$ cat src/rtl/muldiv_pkg.sv
// rtl/muldiv_pkg.sv - shared op encodings, FSM states and sign-mode decode for the muldiv unit
package muldiv_pkg;

  localparam logic [2:0] OP_MUL    = 3'b000;
  localparam logic [2:0] OP_MULH   = 3'b001;
  localparam logic [2:0] OP_MULHSU = 3'b010;
  localparam logic [2:0] OP_MULHU  = 3'b011;
  localparam logic [2:0] OP_DIV    = 3'b100;
  localparam logic [2:0] OP_DIVU   = 3'b101;
  localparam logic [2:0] OP_REM    = 3'b110;
  localparam logic [2:0] OP_REMU   = 3'b111;

  localparam logic [2:0] ST_IDLE = 3'd0;
  localparam logic [2:0] ST_MUL  = 3'd1;
  localparam logic [2:0] ST_DIV  = 3'd2;
  localparam logic [2:0] ST_FAST = 3'd3;
  localparam logic [2:0] ST_FIX  = 3'd4;
  localparam logic [2:0] ST_DONE = 3'd5;

  // {rs1 signed, rs2 signed}
  function automatic logic [1:0] sign_mode(input logic [2:0] op);
    case (op)
      OP_MUL, OP_MULH, OP_DIV, OP_REM: sign_mode = 2'b11;
      OP_MULHSU:                       sign_mode = 2'b10;
      default:                         sign_mode = 2'b00;
    endcase
  endfunction

endpackage

$ cat src/rtl/muldiv_unit_param_if.sv
// rtl/muldiv_unit_param_if.sv - request/response handshake bundle of the muldiv unit
interface muldiv_unit_param_if #(
  parameter int XLEN  = 32,
  parameter int TAG_W = 5
);
  logic             in_valid_i;
  logic             in_ready_o;
  logic [2:0]       op_i;
  logic [XLEN-1:0]  num1_i;
  logic [XLEN-1:0]  num2_i;
  logic [TAG_W-1:0] tag_i;
  logic             out_valid_o;
  logic             out_ready_i;
  logic [XLEN-1:0]  result_o;
  logic [TAG_W-1:0] tag_o;
  logic             busy_o;

  modport master (
    output in_valid_i, op_i, num1_i, num2_i, tag_i, out_ready_i,
    input  in_ready_o, out_valid_o, result_o, tag_o, busy_o
  );

  modport slave (
    input  in_valid_i, op_i, num1_i, num2_i, tag_i, out_ready_i,
    output in_ready_o, out_valid_o, result_o, tag_o, busy_o
  );
endinterface

$ cat src/rtl/iter_divider.sv
// rtl/iter_divider.sv - unsigned restoring divider retiring DIV_RBITS quotient bits per cycle
module iter_divider #(
  parameter int XLEN      = 32,
  parameter int DIV_RBITS = 2
) (
  input  logic            clk,
  input  logic            rst,
  input  logic            start,
  input  logic [XLEN-1:0] dividend,
  input  logic [XLEN-1:0] divisor,
  output logic            busy,
  output logic            done,
  output logic [XLEN-1:0] quotient,
  output logic [XLEN-1:0] remainder
);
  localparam int STEPS = XLEN / DIV_RBITS;
  localparam int CW    = $clog2(STEPS + 1);

  logic [XLEN:0]   rem_q, rem_n;
  logic [XLEN-1:0] quo_q, quo_n, dsr_q;
  logic [CW-1:0]   cnt_q;

  always_comb begin
    rem_n = rem_q;
    quo_n = quo_q;
    for (int i = 0; i < DIV_RBITS; i++) begin
      rem_n = {rem_n[XLEN-1:0], quo_n[XLEN-1]};
      quo_n = {quo_n[XLEN-2:0], 1'b0};
      if (rem_n >= {1'b0, dsr_q}) begin
        rem_n    = rem_n - {1'b0, dsr_q};
        quo_n[0] = 1'b1;
      end
    end
  end

  always_ff @(posedge clk) begin
    if (rst) begin
      busy  <= 1'b0;
      cnt_q <= '0;
    end else if (start) begin
      rem_q <= '0;
      quo_q <= dividend;
      dsr_q <= divisor;
      cnt_q <= CW'(STEPS);
      busy  <= 1'b1;
    end else if (busy) begin
      rem_q <= rem_n;
      quo_q <= quo_n;
      cnt_q <= cnt_q - 1'b1;
      if (cnt_q == CW'(1)) busy <= 1'b0;
    end
  end

  // done marks the cycle whose edge retires the final bits
  assign done      = busy && (cnt_q == CW'(1));
  assign quotient  = quo_q;
  assign remainder = rem_q[XLEN-1:0];
endmodule

$ cat src/rtl/muldiv_unit_param.sv
// rtl/muldiv_unit_param.sv - multi-cycle RV M-extension unit with fast paths, reuse cache and flush
module muldiv_unit_param
  import muldiv_pkg::*;
#(
  parameter int XLEN      = 32,
  parameter int MUL_LAT   = 3,
  parameter int DIV_RBITS = 2,
  parameter int TAG_W     = 5
) (
  input  logic              clk_i,
  input  logic              rst_i,
  input  logic              flush_i,
  muldiv_unit_param_if.slave bus
);
  localparam int MCW = (MUL_LAT > 1) ? $clog2(MUL_LAT) : 1;
  localparam logic [XLEN-1:0] INT_MIN  = {1'b1, {(XLEN-1){1'b0}}};
  localparam logic [XLEN-1:0] ALL_ONES = '1;

  logic [2:0]       state_q, op_q;
  logic [TAG_W-1:0] tag_q;
  logic [XLEN-1:0]  num1_q, num2_q, a_q, b_q, res_q;
  logic             neg1_q, negp_q;
  logic [MCW-1:0]   mcnt_q;
  logic             cache_vld_q, cache_sgn_q;
  logic [XLEN-1:0]  cache_a_q, cache_b_q, cache_quo_q, cache_rem_q;

  logic [1:0]      smode;
  logic            neg1, neg2, accept, div_zero, div_ovf, cache_hit, fast;
  logic [XLEN-1:0] abs1, abs2;

  always_comb begin
    smode     = sign_mode(bus.op_i);
    neg1      = smode[1] & bus.num1_i[XLEN-1];
    neg2      = smode[0] & bus.num2_i[XLEN-1];
    abs1      = neg1 ? -bus.num1_i : bus.num1_i;
    abs2      = neg2 ? -bus.num2_i : bus.num2_i;
    accept    = (state_q == ST_IDLE) && bus.in_valid_i && !flush_i && !rst_i;
    div_zero  = (bus.num2_i == '0);
    div_ovf   = smode[0] && (bus.num1_i == INT_MIN) && (bus.num2_i == ALL_ONES);
    cache_hit = cache_vld_q && (cache_a_q == bus.num1_i) && (cache_b_q == bus.num2_i)
                && (cache_sgn_q == smode[0]);
    fast      = bus.op_i[2] && (div_zero || div_ovf || cache_hit);
  end

  logic            div_start, div_busy, div_done;
  logic [XLEN-1:0] div_quo, div_rem;

  assign div_start = accept && bus.op_i[2] && !fast && !div_busy;

  iter_divider #(.XLEN(XLEN), .DIV_RBITS(DIV_RBITS)) u_div (
    .clk       (clk_i),
    .rst       (rst_i || flush_i),
    .start     (div_start),
    .dividend  (abs1),
    .divisor   (abs2),
    .busy      (div_busy),
    .done      (div_done),
    .quotient  (div_quo),
    .remainder (div_rem)
  );

  // free-running chain so synthesis may retime the multiply into DSP pipeline stages
  logic [2*XLEN-1:0] prod_q [MUL_LAT];
  always_ff @(posedge clk_i) begin
    prod_q[0] <= {{XLEN{1'b0}}, a_q} * {{XLEN{1'b0}}, b_q};
    for (int i = 1; i < MUL_LAT; i++) prod_q[i] <= prod_q[i-1];
  end

  logic [2*XLEN-1:0] prod_s;
  logic [XLEN-1:0]   quo_s, rem_s, fix_res, fast_res;

  always_comb begin
    prod_s = negp_q ? -prod_q[MUL_LAT-1] : prod_q[MUL_LAT-1];
    quo_s  = negp_q ? -div_quo : div_quo;
    rem_s  = neg1_q ? -div_rem : div_rem;
    if (op_q[2])               fix_res = op_q[1] ? rem_s : quo_s;
    else if (op_q[1:0] == 2'b00) fix_res = prod_s[XLEN-1:0];
    else                         fix_res = prod_s[2*XLEN-1:XLEN];
    if (num2_q == '0)
      fast_res = op_q[1] ? num1_q : ALL_ONES;
    else if (!op_q[0] && (num1_q == INT_MIN) && (num2_q == ALL_ONES))
      fast_res = op_q[1] ? '0 : INT_MIN;
    else
      fast_res = op_q[1] ? cache_rem_q : cache_quo_q;
  end

  always_ff @(posedge clk_i) begin
    if (rst_i || flush_i) begin
      state_q     <= ST_IDLE;
      cache_vld_q <= 1'b0;
    end else begin
      case (state_q)
        ST_IDLE: if (accept) begin
          op_q   <= bus.op_i;
          tag_q  <= bus.tag_i;
          num1_q <= bus.num1_i;
          num2_q <= bus.num2_i;
          a_q    <= abs1;
          b_q    <= abs2;
          neg1_q <= neg1;
          negp_q <= neg1 ^ neg2;
          mcnt_q <= '0;
          if (!bus.op_i[2]) state_q <= ST_MUL;
          else if (fast)    state_q <= ST_FAST;
          else              state_q <= ST_DIV;
        end
        ST_MUL: begin
          mcnt_q <= mcnt_q + 1'b1;
          if (mcnt_q == MCW'(MUL_LAT - 1)) state_q <= ST_FIX;
        end
        ST_DIV: if (div_done) state_q <= ST_FIX;
        ST_FAST: begin
          res_q   <= fast_res;
          state_q <= ST_DONE;
        end
        ST_FIX: begin
          res_q   <= fix_res;
          state_q <= ST_DONE;
          if (op_q[2]) begin
            cache_vld_q <= 1'b1;
            cache_a_q   <= num1_q;
            cache_b_q   <= num2_q;
            cache_sgn_q <= !op_q[0];
            cache_quo_q <= quo_s;
            cache_rem_q <= rem_s;
          end
        end
        ST_DONE: if (bus.out_ready_i) state_q <= ST_IDLE;
        default: state_q <= ST_IDLE;
      endcase
    end
  end

  assign bus.in_ready_o  = (state_q == ST_IDLE);
  assign bus.busy_o      = (state_q != ST_IDLE);
  assign bus.out_valid_o = (state_q == ST_DONE);
  assign bus.result_o    = (state_q == ST_DONE) ? res_q : '0;
  assign bus.tag_o       = (state_q == ST_DONE) ? tag_q : '0;
endmodule
$ cat src/flat_wrapper.sv
// flat-port wrapper written by rule: the top's interface ports become plain ports
module muldiv_unit_param_flat import muldiv_pkg::*;
#(
  parameter int XLEN      = 32,
  parameter int MUL_LAT   = 3,
  parameter int DIV_RBITS = 2,
  parameter int TAG_W     = 5
)
  (clk_i, rst_i, flush_i, bus_in_valid_i, bus_op_i, bus_num1_i, bus_num2_i, bus_tag_i, bus_out_ready_i, bus_in_ready_o, bus_out_valid_o, bus_result_o, bus_tag_o, bus_busy_o);
  muldiv_unit_param_if #(.XLEN(XLEN), .TAG_W(TAG_W)) bus_i ();
  input  logic clk_i;
  input  logic rst_i;
  input  logic flush_i;
  input wire logic [$bits(bus_i.in_valid_i)-1:0] bus_in_valid_i;
  input wire logic [$bits(bus_i.op_i)-1:0] bus_op_i;
  input wire logic [$bits(bus_i.num1_i)-1:0] bus_num1_i;
  input wire logic [$bits(bus_i.num2_i)-1:0] bus_num2_i;
  input wire logic [$bits(bus_i.tag_i)-1:0] bus_tag_i;
  input wire logic [$bits(bus_i.out_ready_i)-1:0] bus_out_ready_i;
  output wire logic [$bits(bus_i.in_ready_o)-1:0] bus_in_ready_o;
  output wire logic [$bits(bus_i.out_valid_o)-1:0] bus_out_valid_o;
  output wire logic [$bits(bus_i.result_o)-1:0] bus_result_o;
  output wire logic [$bits(bus_i.tag_o)-1:0] bus_tag_o;
  output wire logic [$bits(bus_i.busy_o)-1:0] bus_busy_o;
  assign bus_i.in_valid_i = bus_in_valid_i;
  assign bus_i.op_i = bus_op_i;
  assign bus_i.num1_i = bus_num1_i;
  assign bus_i.num2_i = bus_num2_i;
  assign bus_i.tag_i = bus_tag_i;
  assign bus_i.out_ready_i = bus_out_ready_i;
  assign bus_in_ready_o = bus_i.in_ready_o;
  assign bus_out_valid_o = bus_i.out_valid_o;
  assign bus_result_o = bus_i.result_o;
  assign bus_tag_o = bus_i.tag_o;
  assign bus_busy_o = bus_i.busy_o;
  muldiv_unit_param #(.XLEN(XLEN), .MUL_LAT(MUL_LAT), .DIV_RBITS(DIV_RBITS), .TAG_W(TAG_W)) u_core (.clk_i(clk_i), .rst_i(rst_i), .flush_i(flush_i), .bus(bus_i));
endmodule
$ cat config.mk
export PLATFORM = sky130hd
export DESIGN_NAME = muldiv_unit_param_flat
export DESIGN_NICKNAME = d
export VERILOG_FILES = /design/src/rtl/muldiv_pkg.sv /design/src/rtl/muldiv_unit_param_if.sv /design/src/rtl/iter_divider.sv /design/src/rtl/muldiv_unit_param.sv /design/src/flat_wrapper.sv
export SDC_FILE = /design/constraint.sdc
export NUM_CORES = 2
export LEC_CHECK = 0
export CORE_MARGIN = 1.5
export CORE_UTILIZATION = 47
export DETAILED_ROUTE_END_ITERATION = 7
export PLACE_DENSITY = 0.69
export SYNTH_ARGS = -nofsm -noshare
export SYNTH_HDL_FRONTEND = slang
export SYNTH_SLANG_ARGS = --single-unit
$ cat constraint.sdc
create_clock -name clk_i -period 9.7 [get_ports clk_i]
set_clock_uncertainty 0.1 [all_clocks]
set_input_delay 0.97 -clock clk_i [delete_from_list [all_inputs] [get_ports clk_i]]
set_output_delay 0.97 -clock clk_i [all_outputs]
set_load 0.005 [all_outputs]
==> impl_metrics.yaml <==
placed_design:
  hpwl_um: 150000
  pre_cts_ws_ns: 0.715
  gp_congestion: 1.01
  post_dp_cell_area_um2: 64300
  portBuffers: 116
sta:
  fin_ws_ns: 0.338
  rsz0062_at_grt: "no"
  fin_crit_sh_pct: 96.5
  setup_viol: 0
  max_freq_mhz: 107
  worstMarginPinSlew_ns: 1.41
  slew_headroom_pct: 6.02
  tns_ns: 0
  min_period_ns: 9.36
  slew_violations: 0
  hold_violations: 0
clock_network:
  cts_buffer_depth: 3
  clkLatencyLatePin_ns: 0.69
  cts_sinks: 597
  cts_tree: "done"
  cts_buffers: 61
  post_cts_buffers: 0
  hold_buffers: 0
  path_clk_slew_ns: 0.06
  post_cts_resized: 0
  h-tree-depth: 2
  cts_root_buffer: "clkbuf_16"
outcome:
  status: "finished, final reports clean"
synth:
  synth_edf_count: 395
  yosysSeqAreaShare_pct: 26.0
  ys_async_sr_fraction_pct: 0
  syn_nets: 7491
  synthFlopType: "edfxtp_1"
  synth_area_per_cell_um2: 9.90
  ys_ff_latch: 597
  syn-instance-count: 6180
  synthesis.area_um2: 61200
  yosys_warnings: 0
  synth_cell_type_count: 82
floorplanning:
  core_area_um2: 129000
  io-pin-count: 117
  rows: 132
  die_y_um: 364
  dieWidth_um: 364
  initial_utilization_pct: 47.3
  die-area_um2: 132000
routing:
  ant_nets: 0
  drt-total-wl_um: 193000
  drcViolationCount: 0
  vias_per_cell: 5.78
  wire_per_inst_um: 24.2
  drtIter0Drc: 5121
  dr.pass1.iters: 6
  vias: 46100
layout:
  drive_gt1_share_pct: 4.49
  nFillCells: 11500
  ff_latch_area_um2: 15900
  area_growth_pct: 8.50
  fin_nets: 7479
  multiInputGateArea_um2: 40500
  final_area_um2: 66400
critical_path:
  arrival_ns: 9.74
  slowest_delay_ns: 1.29
  critPathLaunchType: "register"
  endpoint_kind: "register"
  crit_top_cell: "fa_1"
  cp_max_fo: 26
  crit_type: "register to register"
  worstPathRequired_ns: 10.08
  crit_slowest_cell: "edfxtp_1"
global_route:
  antenna_found_initial: 13
  grt_use_total_pct: 29.2
  grt_start_max_net_pins: 99
  grt_pass1_vias: 46100
  grt_pass1_wl_um: 289000
  overflow: 0
min_path:
  hp-class: "register to register"
run:
  drv_cap: 0
layout by cell type, fill, tap and decap left out, types with 10 or more instances in the layout:
cell,synthesis,final
xnor2_1,215,215
o211ai_1,10,10
o22ai_1,14,14
nand2_1,711,711
fa_1,898,898
edfxtp_1,395,395
or4_1,30,30
mux2i_1,72,72
o31ai_1,38,38
nor4_1,51,51
nor3_1,63,63
nand4_1,50,50
o21a_1,17,17
nor2_1,158,156
a211oi_1,21,21
ha_1,336,336
mux2_2,20,20
or2_2,12,12
or3_1,27,27
o21ai_0,228,228
xor2_1,93,93
a221o_1,19,19
clkbuf_16,0,64
nor2b_1,19,18
and2_1,620,620
inv_1,958,955
o41ai_1,23,23
dfxtp_1,202,202
a21oi_1,211,209
nand3_1,47,47
a221oi_1,18,18
a21o_1,55,55
buf_4,2,122
a31oi_1,17,17
o21bai_1,22,22
nand2b_1,24,24
and3_1,55,55
clkdlybuf4s50_1,0,116
stage by stage:
step	instances	utilization, %	hold slack (ns)
after floorplan	6180	-	0.210
after global placement	7847	49.7	0.211
after detailed placement	7847	49.7	0.212
after CTS	7958	51.3	0.226
after global routing	7959	51.3	0.225
final	7966	51.3	0.226
path summary, 6_finish.rpt:
kind                                                    start                       endpoint  slack [ns]  cells past startpoint
worst max register to register       u_core.b_q[12]$_DFFE_PP_   u_core.prod_q[0][57]$_DFF_P_        0.34                     26
worst max-delay path                 u_core.b_q[12]$_DFFE_PP_   u_core.prod_q[0][57]$_DFF_P_        0.34                     26
worst min register to register  u_core.prod_q[0][118]$_DFF_P_  u_core.prod_q[0][182]$_DFF_P_        0.23                      0
worst min-delay path            u_core.prod_q[0][118]$_DFF_P_  u_core.prod_q[0][182]$_DFF_P_        0.23                      0
synthesized netlist by cell type, types with 6 or more instances:
master / instances / area [µm²]
inv_1: 958 / 3600
fa_1: 898 / 18000
nand2_1: 711 / 2670
and2_1: 620 / 3880
edfxtp_1: 395 / 11900
ha_1: 336 / 4200
clkbuf_1: 295 / 1110
o21ai_0: 228 / 1140
xnor2_1: 215 / 1880
a21oi_1: 211 / 1060
dfxtp_1: 202 / 4040
nor2_1: 158 / 593
xor2_1: 93 / 815
mux2i_1: 72 / 721
nor3_1: 63 / 315
a21o_1: 55 / 413
and3_1: 55 / 344
nor4_1: 51 / 319
nand4_1: 50 / 313
nand3_1: 47 / 235
o31ai_1: 38 / 285
or4_1: 30 / 225
or3_1: 27 / 169
nand2b_1: 24 / 150
o41ai_1: 23 / 201
o21bai_1: 22 / 165
a211oi_1: 21 / 158
mux2_2: 20 / 225
a221o_1: 19 / 190
nor2b_1: 19 / 119
a221oi_1: 18 / 158
a31oi_1: 17 / 106
o21a_1: 17 / 128
o22ai_1: 14 / 87.6
or2_2: 12 / 75.1
o211ai_1: 10 / 75.1
o31a_1: 9 / 78.8
a211o_1: 8 / 70.1
a32oi_1: 7 / 61.3
nand3b_1: 7 / 52.6
o311ai_0: 7 / 61.3
buf_1: 6 / 22.5
nor4b_1: 6 / 52.6
flip-flops by register name, summed over array words and instances, names as in the netlist, 32 cells and up:
name,cells
u_core.prod_q,192
u_core.a_q,32
u_core.b_q,32
u_core.cache_a_q,32
u_core.cache_b_q,32
u_core.cache_quo_q,32
u_core.cache_rem_q,32
u_core.res_q,32
u_core.u_div.dsr_q,32
u_core.u_div.quotient,32
u_core.u_div.rem_q,32
cell families (layout without fill, tap and decap cells):
family | after synthesis | in the layout | synth area share (%)
and+or+nand+nor | 1908 | 1908 | 16.0
buffers and inverters | 1273 | 1309 | 7.90
adders and majority gates | 1234 | 1234 | 36.3
AOI/OAI and AO/OA | 767 | 767 | 7.88
DFF | 597 | 597 | 26.0
xor gates and xnor gates | 308 | 308 | 4.41
muxes | 93 | 93 | 1.58
other | 0 | 8 | 0
layer usage:
metal | up-vias | GRT usage [%] | part of all wire (%) | wire length, µm
met5 | - | 0 | 0.042 | 81
met3 | 480 | 6.28 | 12 | 22500
met1 | 23200 | 40.9 | 40 | 77700
met4 | 12 | 12.1 | 4.8 | 9250
met2 | 2548 | 43.8 | 43 | 83100
li1 | 19900 | - | - | -
worst max-delay path: cells and delay by family (launching register included):
family,cells,cell delay (ns)
xor+xnor,1,0.16
fa+ha+maj,9,4.35
simple gates,1,0.15
compound gates,10,2.54
buf+inv,5,0.54
flops,1,1.29
cell type report:
class	count	share of cell area (%)
Clock inverter	35	0.628
Clock buffer	76	2.53
Inverter	959	5.43
Multi-Input combinational cell	4310	61.0
Sequential cell	597	24.0
Antenna cell	8	0.0302
Tap cell	1742	3.28
Timing Repair Buffer	239	3.16
Power is left out: the tool's default activity adds up to more than one toggle a clock period on the data nets, which glitch-free logic cannot reach.
